<file path="config.mk">
export PLATFORM = sky130hd
export DESIGN_NAME = instruction_fetch
export DESIGN_NICKNAME = d
export VERILOG_FILES = /design/src/rtl/if_pkg.sv /design/src/rtl/if_skid_buffer.sv /design/src/rtl/instruction_fetch.sv
export SDC_FILE = /design/constraint.sdc
export NUM_CORES = 1
export LEC_CHECK = 0
export CAP_MARGIN = 20
export CORE_MARGIN = 2
export CORE_UTILIZATION = 50
export CTS_CLUSTER_DIAMETER = 100
export DETAILED_ROUTE_END_ITERATION = 12
export DONT_BUFFER_PORTS = 1
export GPL_TIMING_DRIVEN = 0
export MAX_ROUTING_LAYER = met4
export SETUP_SLACK_MARGIN = 0.3
export SYNTH_ARGS = -nofsm -noshare
export SYNTH_HDL_FRONTEND = slang
export SYNTH_SLANG_ARGS = --single-unit
</file>
<file path="constraint.sdc">
create_clock -name clk -period 6.9 [get_ports clk]
set_input_delay 1.035 -clock clk [delete_from_list [all_inputs] [get_ports clk]]
set_output_delay 1.035 -clock clk [all_outputs]
set_load 0.01 [all_outputs]
</file>
<file path="src/rtl/if_pkg.sv">
// Shared definitions for the instruction fetch stage: the fetch FSM state
// encoding, the PC step and the default address/instruction widths.
package if_pkg;

    localparam int          ADDR_W_DEF   = 64;
    localparam int          INSTR_W_DEF  = 32;
    localparam logic [63:0] RESET_PC_DEF = 64'h0;
    localparam int          PC_INCR      = 4;

    // FETCH: request on the bus
    // WAIT : one request outstanding
    // HOLD : output and skid both full
    typedef enum logic [1:0] {
        FETCH = 2'd0,
        WAIT  = 2'd1,
        HOLD  = 2'd2
    } state_e;

endpackage

</file>
<file path="src/rtl/if_skid_buffer.sv">
// One-entry {pc, instr} holding register that catches a fetched word while
// the output register is still occupied by a stalled word.
// Ports: clk, rst_n (async, active-low), load/unload/flush controls,
//        in_pc/in_instr (captured on load), valid/out_pc/out_instr (held entry).
module if_skid_buffer
    import if_pkg::*;
#(
    parameter int ADDR_W  = ADDR_W_DEF,
    parameter int INSTR_W = INSTR_W_DEF
) (
    input  logic               clk,
    input  logic               rst_n,
    input  logic               load,
    input  logic               unload,
    input  logic               flush,
    input  logic [ADDR_W-1:0]  in_pc,
    input  logic [INSTR_W-1:0] in_instr,
    output logic               valid,
    output logic [ADDR_W-1:0]  out_pc,
    output logic [INSTR_W-1:0] out_instr
);

    logic               valid_q, valid_d;
    logic [ADDR_W-1:0]  pc_q, pc_d;
    logic [INSTR_W-1:0] instr_q, instr_d;

    // Flush wins over load so a redirect never leaves a wrong-path word.
    always_comb begin
        valid_d = valid_q;
        pc_d    = pc_q;
        instr_d = instr_q;
        if (flush) begin
            valid_d = 1'b0;
        end else if (load) begin
            valid_d = 1'b1;
            pc_d    = in_pc;
            instr_d = in_instr;
        end else if (unload) begin
            valid_d = 1'b0;
        end
    end

    always_ff @(posedge clk or negedge rst_n) begin
        if (!rst_n) begin
            valid_q <= 1'b0;
            pc_q    <= '0;
            instr_q <= '0;
        end else begin
            valid_q <= valid_d;
            pc_q    <= pc_d;
            instr_q <= instr_d;
        end
    end

    assign valid     = valid_q;
    assign out_pc    = pc_q;
    assign out_instr = instr_q;

endmodule

</file>
<file path="src/rtl/instruction_fetch.sv">
// Fetch stage: owns the PC, issues one imem request at a time, presents
// {PC_out, Instruction, if_valid} to IF/ID with a one-entry skid buffer
// for decode back-pressure, and flushes the wrong path on branch redirect.
// Ports: clk, reset (async, active-low); imem_req/imem_addr/imem_ready
//        request side; imem_rvalid/imem_rdata response side; PC_out,
//        Instruction, if_valid toward IF/ID; id_stall back-pressure;
//        branch_taken/branch_target redirect.
module instruction_fetch
    import if_pkg::*;
#(
    parameter int                ADDR_W   = ADDR_W_DEF,
    parameter int                INSTR_W  = INSTR_W_DEF,
    parameter logic [ADDR_W-1:0] RESET_PC = ADDR_W'(RESET_PC_DEF)
) (
    input  logic               clk,
    input  logic               reset,
    output logic               imem_req,
    output logic [ADDR_W-1:0]  imem_addr,
    input  logic               imem_ready,
    input  logic               imem_rvalid,
    input  logic [INSTR_W-1:0] imem_rdata,
    output logic [ADDR_W-1:0]  PC_out,
    output logic [INSTR_W-1:0] Instruction,
    output logic               if_valid,
    input  logic               id_stall,
    input  logic               branch_taken,
    input  logic [ADDR_W-1:0]  branch_target
);

    state_e             state_q, state_d;
    logic [ADDR_W-1:0]  pc_q, pc_d;
    logic               req_q, req_d;
    logic               discard_q, discard_d;
    logic               out_valid_q, out_valid_d;
    logic [ADDR_W-1:0]  out_pc_q, out_pc_d;
    logic [INSTR_W-1:0] out_instr_q, out_instr_d;

    logic               skid_load, skid_unload, skid_flush;
    logic               skid_valid;
    logic [ADDR_W-1:0]  skid_pc;
    logic [INSTR_W-1:0] skid_instr;

    logic consume;
    logic accept;

    assign consume = out_valid_q & ~id_stall;
    assign accept  = req_q & imem_ready;

    if_skid_buffer #(
        .ADDR_W  (ADDR_W),
        .INSTR_W (INSTR_W)
    ) u_skid (
        .clk       (clk),
        .rst_n     (reset),
        .load      (skid_load),
        .unload    (skid_unload),
        .flush     (skid_flush),
        .in_pc     (pc_q),
        .in_instr  (imem_rdata),
        .valid     (skid_valid),
        .out_pc    (skid_pc),
        .out_instr (skid_instr)
    );

    always_comb begin
        state_d     = state_q;
        pc_d        = pc_q;
        discard_d   = discard_q;
        out_valid_d = out_valid_q;
        out_pc_d    = out_pc_q;
        out_instr_d = out_instr_q;
        skid_load   = 1'b0;
        skid_unload = 1'b0;
        skid_flush  = 1'b0;

        if (branch_taken) begin
            // Redirect beats every other event this cycle.
            pc_d        = branch_target & ~ADDR_W'(2'b11);
            out_valid_d = 1'b0;
            skid_flush  = 1'b1;
            discard_d   = 1'b0;
            unique case (state_q)
                FETCH: begin
                    // A request accepted now still gets a response.
                    if (accept) begin
                        state_d   = WAIT;
                        discard_d = 1'b1;
                    end
                end
                WAIT: begin
                    if (imem_rvalid) begin
                        state_d = FETCH;
                    end else begin
                        discard_d = 1'b1;
                    end
                end
                HOLD: state_d = FETCH;
                default: state_d = FETCH;
            endcase
        end else begin
            if (consume) begin
                out_valid_d = 1'b0;
            end
            unique case (state_q)
                FETCH: begin
                    if (accept) begin
                        state_d = WAIT;
                    end
                end
                WAIT: begin
                    if (imem_rvalid) begin
                        state_d = FETCH;
                        if (discard_q) begin
                            discard_d = 1'b0;
                        end else begin
                            pc_d = pc_q + ADDR_W'(PC_INCR);
                            if (!out_valid_q || consume) begin
                                out_valid_d = 1'b1;
                                out_pc_d    = pc_q;
                                out_instr_d = imem_rdata;
                            end else begin
                                skid_load = 1'b1;
                                state_d   = HOLD;
                            end
                        end
                    end
                end
                HOLD: begin
                    if (consume) begin
                        out_valid_d = skid_valid;
                        out_pc_d    = skid_pc;
                        out_instr_d = skid_instr;
                        skid_unload = 1'b1;
                        state_d     = FETCH;
                    end
                end
                default: state_d = FETCH;
            endcase
        end

        // Registered request keeps imem_req low during reset.
        req_d = (state_d == FETCH);
    end

    always_ff @(posedge clk or negedge reset) begin
        if (!reset) begin
            state_q     <= FETCH;
            pc_q        <= RESET_PC;
            req_q       <= 1'b0;
            discard_q   <= 1'b0;
            out_valid_q <= 1'b0;
            out_pc_q    <= '0;
            out_instr_q <= '0;
        end else begin
            state_q     <= state_d;
            pc_q        <= pc_d;
            req_q       <= req_d;
            discard_q   <= discard_d;
            out_valid_q <= out_valid_d;
            out_pc_q    <= out_pc_d;
            out_instr_q <= out_instr_d;
        end
    end

    assign imem_req    = req_q;
    assign imem_addr   = pc_q;
    assign PC_out      = out_pc_q;
    assign Instruction = out_instr_q;
    assign if_valid    = out_valid_q;

endmodule

</file>
==> results.toml <==
[grt]
antenna_found_initial = 5
overflow = 0
grt_pass1_vias = 8327
track_usage_pct = 25.0
grt_max_degree = 257
grt_pass1_wl_um = 47000

[finish]
nFillCells = 2080
final_common_cell = "dfrtp_1"
fin_area_mm2 = 0.0132
layout.nets = 1229
layout_common_cells = "256 x dfrtp_1, 154 x nand2_1, 142 x o21ai_0"
drive_above_1_share_pct = 15.1
layoutNonFillerInstCount = 1465
syn2layout_area_growth_pct = 11.1

[power]
max-vdd-ir-drop_mv = 0.201
p_leak_uw = 0.00561
p_per_area_mw_per_mm2 = 326

[timing]
max_freq_ghz = 0.289
drv_slew = 0
tns_ns = 0
fin_skew_ns = 0.0148
tightest_slew_ns = 0.915
max_slew_margin_pct = 39.0
hold_viol = 0
finalCriticalPeriod_ns = 3.46
min_period_over_period_pct = 50.2
setup_viol = 0
rsz0062_at_grt = "false"
worst_slack_ns = 3.44

[synthesis]
netlist_instances = 1088
synth_top_area_share_pct = 53.9
synth.area.top_cells = "dfrtp_1 54%, mux2_2 9.0%, mux2i_1 8.0%"
yosysWarnings = 0
synth_cell_types = 55
ys_seq_area_share_pct = 53.9
syn-cell-area_mm2 = 0.0119
ys_ff_latch = 256
synth_ff_type = "dfrtp_1"
synth_edf_count = 0
postSynth.asyncResetShare_pct = 100
avgSynthCellArea_um2 = 10.9
synth_largest_area_cell = "dfrtp_1"

[setup_path]
cp.required_ns = 7.35
worstSetupPathType = "in2reg"
worst_path_dominant_cell_family = "buffers and inverters"
reg2reg_from = "state_q[0]"
arrival_ns = 3.91
startpoint = "branch_taken"
max_stage_delay_ns = 0.72
cp-start-kind = "input port"
worstPathCellList = "buf_2, clkinv_1, o211ai_1, a21o_1, clkbuf_1, buf_2, clkbuf_1, nand2_1, o21ai_0"
cp_slowest_cell = "clkbuf_1"
end_kind = "flip-flop"
worst-path-max-fanout = 10
cp.buffers_inverters = 5

[worst_hold_path]
hold_path_class = "in2async"

[routing]
firstDrtPassIters = 5
wl_per_cell_um = 21.1
drt-initial-drc-count = 552
vias = 8345
ant_nets = 0
routed_via_density = 5.70
route.detailed.drc = 0
finalWirelength_um = 30900

[clocking]
post_cts_buffers = 0
cts.path.max_buffers = 3
cts_hold_buffers = 0
cts.sinks = 256
cts-root-buf = "clkbuf_16"
clock_latency_ns = 0.54
htreeDepth = 1
path_clk_slew_ns = 0.06
cts_buffers = 28
cts_tree = "yes"
cts_resized = 0

[floorplan]
std_cell_rows = 56
core_mm2 = 0.0234
initial_core_util_pct = 50.8
die_w_um = 158
num_io_pins = 264
die_area_mm2 = 0.0250
die_y_um = 158

[placed_design]
pre_cts_ws_ns = 2.84
io_buffers = 0
dp_hpwl_um = 21800
gp_congestion = 0.817
place_area_mm2 = 0.0123
placed_cells = 1411

[outcome]
status = "finished, final reports clean"

[flow_run]
cap_violations = 0
area by class of cell:
class,count,area (um2),share of cell area (%)
antenna,6,15.0,0.114
buffer,66,298,2.26
clock buffer,39,783,5.93
clock inverter,9,98.8,0.749
inverter,14,52.6,0.398
multi-input combinational,755,5140,39.0
sequential,256,6410,48.5
tap,319,399,3.02
timing repair buffer,1,7.51,0.0569
synthesized netlist by cell type (all sizes together) (3+ instances only):
cell    count
nand3      28
xnor2      15
a21oi       4
nand2b      5
dfrtp     256
and2        3
o31ai       7
inv        13
or4         8
nand4      28
mux2i      95
nor4       13
ha          5
nor3       14
o21ai     147
a31oi      20
buf        21
or3        14
nand2     154
mux2       95
xor2       21
clkbuf     44
and3        6
and4        9
o31a        6
o21a        4
nor2       35
stage by stage:
stage                     hold WS [ns]  utilization [%]  total power (uW)
after detailed placement         0.496             52.6              2900
after global placement           0.488             52.6              2870
after global routing             0.170             56.4              4550
final                            0.202             56.4              4310
after floorplan                  0.480                -              2660
after CTS                        0.177             56.4              4360
power by group:
part	leakage, uW	internal (uW)	total, uW	switching [uW]
registers	0.00329	1850	2280	432
clock network	0.000437	860	1450	586
logic	0.00189	237	580	343
total	0.00561	2950	4310	1360
state kept, by name, summed over array words and instances (netlist names):
register	count
discard_q	1
u_skid.out_instr	32
state_q	2
u_skid.valid	1
u_skid.out_pc	62
PC_out	62
imem_req	1
if_valid	1
imem_addr	62
Instruction	32
routing by layer:
metal | track usage, % | share of wire [%] | vias up
met5 | - | 0 | -
met3 | 6.98 | 8.2 | 55
met1 | 31.6 | 42 | 4087
li1 | - | - | 3937
met2 | 39.4 | 47 | 266
met4 | 7.46 | 2.4 | 0
logic make-up (layout without fill, tap and decap cells):
| family | Yosys count | after routing | synth area share, % |
|---|---|---|---|
| other | 1 | 10 | 0.0315 |
| buffers and inverters | 80 | 129 | 2.95 |
| multiplexers | 190 | 190 | 17.0 |
| XOR/XNOR | 36 | 36 | 2.65 |
| flip-flops | 256 | 256 | 53.9 |
| AND/OR/NAND/NOR | 325 | 325 | 14.0 |
| AO/OA/AOI/OAI | 195 | 195 | 8.99 |
| adder cells (fa/ha/maj) | 5 | 5 | 0.526 |
worst paths after layout:
kind,to,slack (ns),cells after the start
max,Instruction[14],3.44,9
max in group asynchronous,PC_out[24],6.19,0
min reg2reg,u_skid.out_instr[7],0.50,1
min in group clk,u_skid.out_instr[7],0.50,1
max reg2reg,Instruction[14],3.45,11
min,Instruction[20],0.20,0
(Power assumes the default switching activity.)
